File: src/rtl/logic_unit_pipe.sv
// Selectable bitwise logic unit feeding a DEPTH-entry result FIFO behind valid/ready.
// Optional LOGIC_UNIT_FLAGS_EN adds per-entry zero/negative flags (out_zr, out_ng).
module logic_unit_pipe #(
  parameter int unsigned WIDTH = 16,
  parameter int unsigned DEPTH = 2
) (
  input  logic                   clk,
  input  logic                   reset,
  input  logic                   in_valid,
  output logic                   in_ready,
  input  logic [2:0]             in_op,
  input  logic [WIDTH-1:0]       in_a,
  input  logic [WIDTH-1:0]       in_b,
  output logic                   out_valid,
  input  logic                   out_ready,
  output logic [WIDTH-1:0]       out_data,
  output logic [$clog2(DEPTH):0] out_level,
  output logic [15:0]            done_count
`ifdef LOGIC_UNIT_FLAGS_EN
  ,
  output logic                   out_zr,
  output logic                   out_ng
`endif
);

  localparam int unsigned PW = $clog2(DEPTH);
  localparam int unsigned LW = PW + 1;

  typedef enum logic [2:0] {
    OP_NOT  = 3'd0,
    OP_AND  = 3'd1,
    OP_OR   = 3'd2,
    OP_XOR  = 3'd3,
    OP_NAND = 3'd4,
    OP_NOR  = 3'd5,
    OP_XNOR = 3'd6,
    OP_PASS = 3'd7
  } op_e;

  logic [WIDTH-1:0] mem_q [DEPTH];
  logic [PW-1:0]    wr_ptr_q, wr_ptr_d;
  logic [PW-1:0]    rd_ptr_q, rd_ptr_d;
  logic [LW-1:0]    level_q, level_d;
  logic [WIDTH-1:0] head_q, head_d;
  logic [15:0]      done_q, done_d;
  logic [WIDTH-1:0] res;
  logic             push, pop;

  always_comb begin
    res = in_a;
    unique case (op_e'(in_op))
      OP_NOT:  res = ~in_a;
      OP_AND:  res = in_a & in_b;
      OP_OR:   res = in_a | in_b;
      OP_XOR:  res = in_a ^ in_b;
      OP_NAND: res = ~(in_a & in_b);
      OP_NOR:  res = ~(in_a | in_b);
      OP_XNOR: res = ~(in_a ^ in_b);
      OP_PASS: res = in_a;
      default: res = in_a;
    endcase
  end

  assign in_ready   = ~reset & (level_q != LW'(DEPTH));
  assign out_valid  = (level_q != '0);
  assign out_data   = head_q;
  assign out_level  = level_q;
  assign done_count = done_q;

  // The head is kept in its own register so out_data holds the last result
  // once the FIFO drains; it is loaded with whatever sits at the next read slot,
  // bypassing the array when that slot is being written this same edge.
  always_comb begin
    push     = in_valid & in_ready;
    pop      = out_valid & out_ready;
    wr_ptr_d = wr_ptr_q + PW'(push);
    rd_ptr_d = rd_ptr_q + PW'(pop);
    level_d  = level_q + LW'(push) - LW'(pop);
    done_d   = done_q + 16'(pop);
    head_d   = head_q;
    if (level_d != '0) begin
      head_d = (push && (wr_ptr_q == rd_ptr_d)) ? res : mem_q[rd_ptr_d];
    end
  end

  always_ff @(posedge clk) begin
    if (reset) begin
      wr_ptr_q <= '0;
      rd_ptr_q <= '0;
      level_q  <= '0;
      head_q   <= '0;
      done_q   <= '0;
    end else begin
      wr_ptr_q <= wr_ptr_d;
      rd_ptr_q <= rd_ptr_d;
      level_q  <= level_d;
      head_q   <= head_d;
      done_q   <= done_d;
    end
  end

  always_ff @(posedge clk) begin
    if (push) mem_q[wr_ptr_q] <= res;
  end

`ifdef LOGIC_UNIT_FLAGS_EN
  // Flags are {ng, zr}, stored alongside each result.
  logic [1:0] flg_q [DEPTH];
  logic [1:0] res_flg, hflg_q, hflg_d;

  assign res_flg = {res[WIDTH-1], (res == '0)};
  assign out_ng  = out_valid & hflg_q[1];
  assign out_zr  = out_valid & hflg_q[0];

  always_comb begin
    hflg_d = hflg_q;
    if (level_d != '0) begin
      hflg_d = (push && (wr_ptr_q == rd_ptr_d)) ? res_flg : flg_q[rd_ptr_d];
    end
  end

  always_ff @(posedge clk) begin
    if (reset) hflg_q <= '0;
    else       hflg_q <= hflg_d;
  end

  always_ff @(posedge clk) begin
    if (push) flg_q[wr_ptr_q] <= res_flg;
  end
`endif

endmodule

File: config.mk
export PLATFORM = sky130hd
export DESIGN_NAME = logic_unit_pipe
export DESIGN_NICKNAME = d
export VERILOG_FILES = /design/src/rtl/logic_unit_pipe.sv
export SDC_FILE = /design/constraint.sdc
export NUM_CORES = 1
export LEC_CHECK = 0
export ABC_AREA = 0
export CORE_MARGIN = 4
export CORE_UTILIZATION = 45
export DETAILED_ROUTE_END_ITERATION = 10
export PLACE_DENSITY = 0.67
export SLEW_MARGIN = 25
export SYNTH_ARGS = -nofsm -noshare
export SYNTH_HDL_FRONTEND = slang
export SYNTH_SLANG_ARGS = --single-unit
File: constraint.sdc
create_clock -name clk -period 3.45 [get_ports clk]
set_input_delay 0.5175 -clock clk [delete_from_list [all_inputs] [get_ports clk]]
set_output_delay 0.5175 -clock clk [all_outputs]
set_load 0.02 [all_outputs]
* After elaboration in Yosys (flattened, before gate mapping) *
Memory sizes are Yosys's and may differ from the RTL's. A register that Yosys moved wholly into a read port is not among the register bits.
Cells that the tools add are included.

word-level totals
  bits in registers = 20
  bits in latches = 0
  RAM bits = 32
  ROM bits = 0
  bits of input ports = 39
  output and inout bits = 36
  logic and storage cells = 35
  memories kept = 1

cells by class
  $add $sub $neg = 5
  multiply operators = 0
  div/mod/pow operators = 0
  $lt $le $gt $ge = 0
  equality and inequality tests = 8
  shift-type cells = 0
  multiplexer cells = 3
  bitwise gates (word level) = 11
  reduce and logical (&&, ||, !) cells = 3

memory list
  name   words  width  rd ports  clocked after Yosys merged registers in  wr ports  RTL line  text
  mem_q  2      16     1         1                                        1         40        logic [WIDTH-1:0] mem_q [DEPTH];

operators with widths
  operator              count
  $pmux W16 S8          1
  $not A16 Y16          4
  $add A16 B1 Y16       1
  $and A16 B16 Y16      1
  $or A16 B16 Y16       1
  $xor A16 B16 Y16      1
  $eq A3 B3 Y1 const B  4
  $eq A3 B2 Y1 const B  2
  $reduce_bool A2 Y1    2
  $and A1 B1 Y1         3
  $eq A3 B1 Y1 const B  1
  $logic_not A3 Y1      1
  $add A1 B1 Y1         2
  $add A2 B1 Y2         1
  $mux W1               2
  $ne A2 B2 Y1 const B  1
  $sub A2 B1 Y2         1
  $not A1 Y1            1

* Depth between registers and ports, before layout *
Gate-level depths: netlist (run 1).

  depth in word-level cells = 6
  depth in mapped cells = 12
  gate-level depth less buffers = 10

* Least setup slack after synthesis (run 1) *
Ideal clock, no wire load.

  kind = reg-to-reg
  start = register level_q[0], in the netlist out_level[0]
  end = register head_q[7], in the netlist out_data[7], read port of mem_q
  arrival = 2.580 ns
  slack = 0.811 ns
  cell stages (with the launch flop) = 12
  buffers on the path = 2
  path through = dfxtp_1 -> nor2b_1 -> or3b_1 -> buf_2 -> ha_1 -> inv_1 -> ha_1 -> xnor3_2 -> a21oi_4 -> nor3b_4 -> buf_6 -> a221o_1

on the way
  word-level cells in the longest chain between the ends = 6
  elaborated cells between the ends (all ways) = 9
  classes of those cells = add/sub: 3; eq/ne: 1; bitwise: 3; reduce/logical: 2

ends and longest elaborated chain
  element                   RTL line  text
  start: declaration        43        logic [LW-1:0] level_q, level_d;
  start signal: assignment  96        level_q <= level_d;
  $ne A2 B2 Y1              64        assign in_ready = ~reset & (level_q != LW'(DEPTH));
  $and A1 B1 Y1             64
  $and A1 B1 Y1             74        push = in_valid & in_ready;
  $add A2 B1 Y2             78        level_d = level_q + LW'(push) - LW'(pop);
  $sub A2 B1 Y2             78
  $reduce_bool A2 Y1        81        if (level_d != '0) begin
  end: declaration          44        logic [WIDTH-1:0] head_q, head_d;

Several ways; a longest one is shown, not always the timed one.
A chain may end at the register's enable or synchronous reset.

* Worst setup path after layout (run 1) *
  start = input port reset
  end = register head_q[15], in the netlist out_data[15], read port of mem_q

on the way
  word-level cells in the longest chain between the ends = 6

ends and longest elaborated chain
  element             RTL line  text
  start: declaration  8         input logic reset,
  $not A1 Y1          64
  $and A1 B1 Y1       64
  $and A1 B1 Y1       74
  $add A2 B1 Y2       78
  $sub A2 B1 Y2       78
  $reduce_bool A2 Y1  81

Several ways; a longest one is shown, not always the timed one.

==> reports/results.tsv, run 1 <==
stage	metric	value	unit
job	max-cap viol count	0	
drt	drt first-iter violations	221	
yosys	Mapped Nets	533	
placed_design	Area after DPL	5220	µm²
drt	Avg Vias per Cell	5.46	
timing	setup slack after layout	0.709	ns
cts	CTS clk-pin slew, worst paths	0.07	ns
global_route	largest net degree at the start of global routing	47	
global_route	first-pass GRT wire length	15.9	mm
yosys	Post-Syn Instances	456	
final_layout	area grow syn2layout	23.7	%
global_route	Tot GR Track Use	17.2	%
timing	final slew viol count	0	
yosys	Most used DFF post-synth	dfxtp_1	
cts	clk_lat worst skew	0.35	ns
global_route	vias in the first global route	3344	
setup_path	reg2reg setup slack	0.84	ns
placed_design	IO Port Bufs	74	
floorplanning	I/O Pins	75	
final_layout	ANT cells	0	
drt	total number of vias	3590	
setup_path	crit path launch type	input pin	
timing	fin crit period	2.74	ns
yosys	Yosys top cell by area	edfxtp_1	
setup_path	Cell Chain, Critical Path	clkdlybuf4s50_1, or3b_1, ha_1, inv_1, ha_1, xnor3_2, nand2_1, nor2_2, o2bb2ai_1, a21o_1	
power	pwr/cell area	553	nW/µm²
yosys	syn_area_per_cell	9.65	µm²
yosys	Seq/Total Area, Yosys	38.2	%
timing	Max-slew headroom	47.9	%
placed_design	DP HPWL	7.02	mm
setup_path	crit-path max cell delay	0.54	ns
timing	Layout Skew	0.0134	ns
cts	Hold Buf Count CTS	0	
yosys	#FFs+latches synth	68	
setup_path	Critical Path Sink Type	flop	
cts	H-tree depth	3	
timing	Worst-Margin Slew	0.781	ns
drt	DRT Pass-1 Iters	5	
power	worst vdd rail ir drop	312	µV
floorplanning	initial core utilization	47.0	%
global_route	Overflow after GRT	0	
drt	drt drc	0	
setup_path	reg2reg start	out_level[0]	
status	status	finished, final reports clean	
power	Leak	0.00226	µW
setup_path	cells on worst reg2reg path	10	
placed_design	GPL Wtd Cong	0.777	
yosys	xor and xnor fraction of the mapped netlist area	4.29	%
floorplanning	DIE AREA	11400	µm²
timing	Final Setup Violations	0	
setup_path	Crit Path Category	input pin to flop	
yosys	Compound-Gate Fraction of Synth Area	17.5	%
floorplanning	Die Wd	107	µm
floorplanning	chip height	107	µm
cts	postcts setup bufs	0	
drt	routed length per instance	14.8	µm
yosys	top-count cell post-synth	nor2_1	
power	Tot Pwr	3010	µW
setup_path	Top cell by count, worst path	ha_1	
setup_path	worst path required time	3.74	ns
cts	CTS tree	built	
yosys	Post-synth top cells	59 x nor2_1, 45 x inv_1, 38 x ha_1	
yosys	post-synthesis simple-gate area fraction	15.5	%
timing	Total Neg Setup Slack	0	ns
yosys	Syn Std Cell Area	4400	µm²
placed_design	pre-CTS WS	0.0404	ns
cts	root buffer cell	clkbuf_8	
worst_hold_path	hold path endpoint	out_data[13]	
timing	Max Freq	365	MHz
setup_path	Crit path arrival time	3.03	ns
yosys	post-synthesis cell type count	54	
worst_hold_path	hold crit path type	flop to flop	
yosys	largest family of logic cells by synthesized area	compound AO/OA/AOI/OAI gates	
drt	routed wire length	9.69	mm
setup_path	Top delay family on crit path	simple AND/OR/NAND/NOR gates	
cts	clk buf depth	2	
timing	Final Cycle Share	79.5	%
yosys	Yosys warning count	0	
setup_path	Critical-path top delay cell	nor2_2	
yosys	top post-synthesis cells by area	edfxtp_1 22%, dfxtp_1 16%, ha_1 11%	
timing	smallest hold slack	0.496	ns
setup_path	worst reg2reg path endpoint	out_data[15]	
setup_path	Max FO, Critical Path	16	
floorplanning	Row Count	35	
setup_path	worst path bufs/invs	2	
final_layout	nets	600	
worst_hold_path	HP Start	out_data[13]	
worst_hold_path	Hold Path Depth	1	
cts	number of CTS-inserted buffers	9	
timing	Final Hold Vio Count	0	
yosys	share of the synthesized area in the top cell type	21.8	%
floorplanning	core region area	9370	µm²
yosys	ys async rst share	0	%
drt	DRT antenna net count	0	
final_layout	final instance area	5450	µm²
final_layout	fillcell total	835	
yosys	Post-synth EDFFs	32	
cts	CTS sink cnt	68	
global_route	antenna violations before repair	0	
final_layout	share of cells above drive strength 1	11.0	%
yosys	Synth Area in Adders	10.8	%
yosys	multiplexer share of the synthesized area	6.14	%
timing	RSZ-0062 raised after global routing	false	
cts	post_cts resized	0	
[area by class of cell]
cell class              count  area, µm²  share of cell area (%)
inverters                  46        173                    3.17
clock inverters             4       51.3                   0.942
multi-input cells         314       2390                    43.9
repair buffers             84        811                    14.9
flip-flops and latches     68       1680                    30.9
clock buffers              12        178                    3.26
well taps                 129        161                    2.96
[worst max-delay path by stage]
stage                      start      endpoint  slack, ns  cells past startpoint
floorplan           out_level[0]   out_data[7]       0.81                     11
global placement        in_valid  out_data[13]       0.12                      9
detailed placement      in_valid  out_data[14]       0.04                      9
CTS                        reset  out_data[15]       0.39                     10
global route               reset  out_data[15]       0.59                     10
finish                     reset  out_data[15]       0.71                     10
[stage by stage]
stage,util (%),cells
after detailed placement,55.6,641
after global routing,58.1,657
after floorplan,-,456
after global placement,55.6,641
after CTS,58.1,657
final,58.1,657
[cell families after synthesis]
logic type,after synthesis
xor+xnor,16
fa+ha+maj,38
compound gates,101
simple gates,137
buf+inv,74
flops,68
mux,22
[cell usage in the layout (no fill, tap or decap), types with 3 or more instances in the layout]
cell type / Yosys / layout
clkdlybuf4s50_1: 0 / 73
nor2_1: 59 / 58
inv_1: 45 / 45
ha_1: 38 / 38
dfxtp_1: 36 / 36
edfxtp_1: 32 / 32
mux2i_1: 18 / 18
o21ai_0: 15 / 15
nand2_1: 15 / 15
nor2b_1: 14 / 14
a21oi_1: 13 / 13
nand3_1: 12 / 12
a221o_1: 11 / 11
a31oi_1: 10 / 10
buf_4: 7 / 10
xor2_1: 9 / 9
clkbuf_8: 0 / 9
nand2b_1: 8 / 8
or2_2: 7 / 7
o221a_2: 7 / 7
o211ai_1: 5 / 5
nand3b_1: 5 / 5
o221ai_1: 5 / 5
nor3_1: 4 / 4
mux4_2: 4 / 4
o22ai_1: 4 / 4
o21ai_1: 4 / 4
xnor2_1: 4 / 4
a221o_2: 4 / 4
a22oi_1: 3 / 3
or3_1: 3 / 3
o32ai_1: 3 / 3
a211oi_1: 3 / 3
a32o_1: 3 / 3
[metal layers]
metal / part of all wire (%) / wire length [µm] / vias up / global-route usage [%]
li1: - / - / 1772 / -
met1: 47 / 4520 / 1674 / 23.5
met2: 45 / 4400 / 127 / 27.2
met3: 6.1 / 589 / 17 / 2.59
met4: 1.9 / 186 / 0 / 7.12
met5: 0 / 0 / - / 0
[registers in the layout, indices dropped and copies added, names as in the netlist]
| name | cells |
|---|---|
| out_level | 2 |
| wr_ptr_q | 1 |
| rd_ptr_q | 1 |
| mem_q | 32 |
| done_count | 16 |
| out_data | 16 |
[report_power, final]
part           switching (µW)  total, µW  internal [µW]
Sequential               69.9       1040            975
Clock                     304        728            424
Combinational             649       1240            590
Total                    1020       3010           1990
(Power assumes the default switching activity.)
==> run 2, diff against run 1 <==
==> constraint.sdc (replaced) <==
create_clock -name clk -period 2.6 [get_ports clk]
set_input_delay 0.39 -clock clk [delete_from_list [all_inputs] [get_ports clk]]
set_output_delay 0.39 -clock clk [all_outputs]
set_load 0.02 [all_outputs]
==> reports/results.tsv, run 2 (synthesis gave the netlist of run 1 again) <==
stage	metric	value	unit	change
floorplanning	I/O Pins	75		unchanged
timing	smallest hold slack	0.495	ns	-0.000917 ns
final_layout	storage element area	1680	µm²	+0.15%
drt	total number of vias	3620		+0.84%
timing	Max Freq	390	MHz	
drt	Avg Vias per Cell	5.40		-1.1%
floorplanning	chip height	107	µm	unchanged
placed_design	GPL Wtd Cong	0.813		+4.6%
power	power share of the clock group	20.7	%	-3.5 points
power	pwr/cell area	711	nW/µm²	+28%
final_layout	commonest cells after routing, fill and taps aside	73 x clkdlybuf4s50_1, 58 x nor2_1, 44 x inv_1		
worst_hold_path	hold crit path type	flop to flop		
setup_path	worst path required time	2.88	ns	-0.86 ns
placed_design	DP HPWL	7.25	mm	+3.3%
timing	fin crit period	2.56	ns	
timing	Final Setup Violations	0		unchanged
drt	drt drc	0		unchanged
final_layout	Largest register FFs	32		unchanged
job	max-cap viol count	0		unchanged
drt	M1 WL	4.36	mm	-3.5%
timing	Layout Skew	0.00955	ns	-0.00382 ns
power	worst vdd rail ir drop	449	µV	+44%
timing	Total Neg Setup Slack	0	ns	unchanged
global_route	vias in the first global route	3350		+0.18%
drt	met3 WL	457	µm	-22%
cts	root buffer cell	clkbuf_8		
setup_path	Max FO, Critical Path	8		-8
final_layout	largest register by flop count	mem_q		
global_route	Overflow after GRT	0		unchanged
timing	final slew viol count	0		unchanged
power	Tot Pwr	3980	µW	+32%
cts	clk buf depth	2		unchanged
global_route	antenna violations before repair	0		unchanged
power	Leak	0.00232	µW	+2.8%
global_route	Tot GR Track Use	16.9	%	-0.30 points
cts	CTS tree	built		
setup_path	Critical Path Sink Type	flop		
cts	CTS sink cnt	68		unchanged
placed_design	IO Port Bufs	74		unchanged
global_route	first-pass GRT wire length	15.5	mm	-2.5%
setup_path	Crit Path Category	input pin to flop		
final_layout	final cell count without fillers	670		+2.0%
final_layout	area grow syn2layout	27.1	%	
final_layout	multi-input logic area	2420	µm²	+1.3%
cts	H-tree depth	3		unchanged
global_route	largest net degree at the start of global routing	37		-21%
power	combinational power share	44.6	%	+3.4 points
drt	routed length per instance	14.4	µm	-2.7%
status	status	finished, final reports clean		
drt	metal2 WL	4.68	mm	+6.5%
final_layout	nets	613		+2.2%
power	Sw Ratio	34.0	%	about the same
power	Psw	1350	µW	+32%
floorplanning	Die Wd	107	µm	unchanged
timing	Max-slew headroom	48.3	%	+0.34 points
floorplanning	Row Count	35		unchanged
drt	DRT antenna net count	0		unchanged
floorplanning	initial core utilization	47.0	%	unchanged
cts	number of CTS-inserted buffers	9		unchanged
power	register share of total power	34.8	%	about the same
power	internal power	2630	µW	+32%
floorplanning	core region area	9370	µm²	unchanged
timing	setup slack after layout	0.0368	ns	-0.672 ns
cts	Hold Buf Count CTS	0		unchanged
timing	Final Hold Vio Count	0		unchanged
drt	drt first-iter violations	221		unchanged
final_layout	most common cell after layout, fill and taps aside	clkdlybuf4s50_1		
setup_path	Crit path arrival time	2.84	ns	-0.19 ns
floorplanning	DIE AREA	11400	µm²	unchanged
setup_path	crit path launch type	input pin		
drt	routed wire length	9.62	mm	-0.75%
cts	clk_lat worst skew	0.33	ns	-0.02 ns
final_layout	ANT cells	0		unchanged
final_layout	share of cells above drive strength 1	14.0	%	+3.1 points
placed_design	pre-CTS WS	-0.588	ns	-0.628 ns
drt	max layer used	met4		
timing	Final Cycle Share	98.6	%	
placed_design	dpl cells	654		+2.0%
drt	DRT Pass-1 Iters	4		-1
timing	Worst-Margin Slew	0.776	ns	-0.00513 ns
final_layout	fillcell total	826		-1.1%
cts	CTS clk-pin slew, worst paths	0.07	ns	about the same
run 2: cell count changes in the layout (fill, tap and decap cells not counted), moves of 2 or more:
cell,before,now
buf_4,10,19
buf_12,0,3
clkbuf_1,1,3
clkbuf_8,9,11
dfxtp_1,36,34
dfxtp_2,0,2
ha_1,38,36
inv_4,2,0
run 2: timing repair:
item                                    4_1_cts  5_1_grt
gates resized for setup                       2        6
buffers inserted                              0        1
endpoints found under the setup margin       16       16
endpoints found under the hold margin         0        0
gates cloned                                  0        1
pin swaps                                     0        3
run 2: worst max-delay path, cell delays in order:
cell	delay, ns
clkdlybuf4s50_1	0.46
or3b_4	0.40
ha_4	0.25
inv_2	0.04
ha_2	0.15
xnor3_2	0.28
a21oi_4	0.17
nor3b_4	0.34
clkbuf_16	0.22
a221o_2	0.14
run 2: power groups by stage:
stage | clock network (µW) | registers [µW] | logic [µW]
after floorplan | 0 | 1500 | 1080
after global placement | 0 | 1400 | 1710
after detailed placement | 0 | 1400 | 1760
after CTS | 841 | 1380 | 1780
after global routing | 885 | 1400 | 1930
final | 821 | 1380 | 1770
run 2: final timing paths:
path | cells past startpoint | slack, ns | endpoint | startpoint
max reg2reg | 10 | 0.10 | out_data[14] | out_level[1]
min | 1 | 0.49 | out_data[9] | out_data[9]
min reg2reg | 1 | 0.49 | out_data[9] | out_data[9]
max | 10 | 0.04 | out_data[14] | in_valid
run 2: per-layer routing:
metal  vias to the layer above  track usage (%)
met5                         -                0
met4                         0             7.21
met3                        10             2.53
met2                        93             28.1
met1                      1714             21.8
li1                       1803                -
run 2: final cells by class:
class,instances,share of cell area [%]
clock inverter,1,0.0894
timing repair buffer,97,17.2
clock buffer,15,3.35
sequential,68,30.1
inverter,46,3.09
tap,129,2.88
multi-input combinational,314,43.3
run 2: stage by stage:
step	cell area [µm²]	utilization, %
after floorplan	4400	-
after CTS	5550	59.2
after detailed placement	5350	57.1
after global placement	5350	57.1
after global routing	5600	59.7
final	5600	59.7
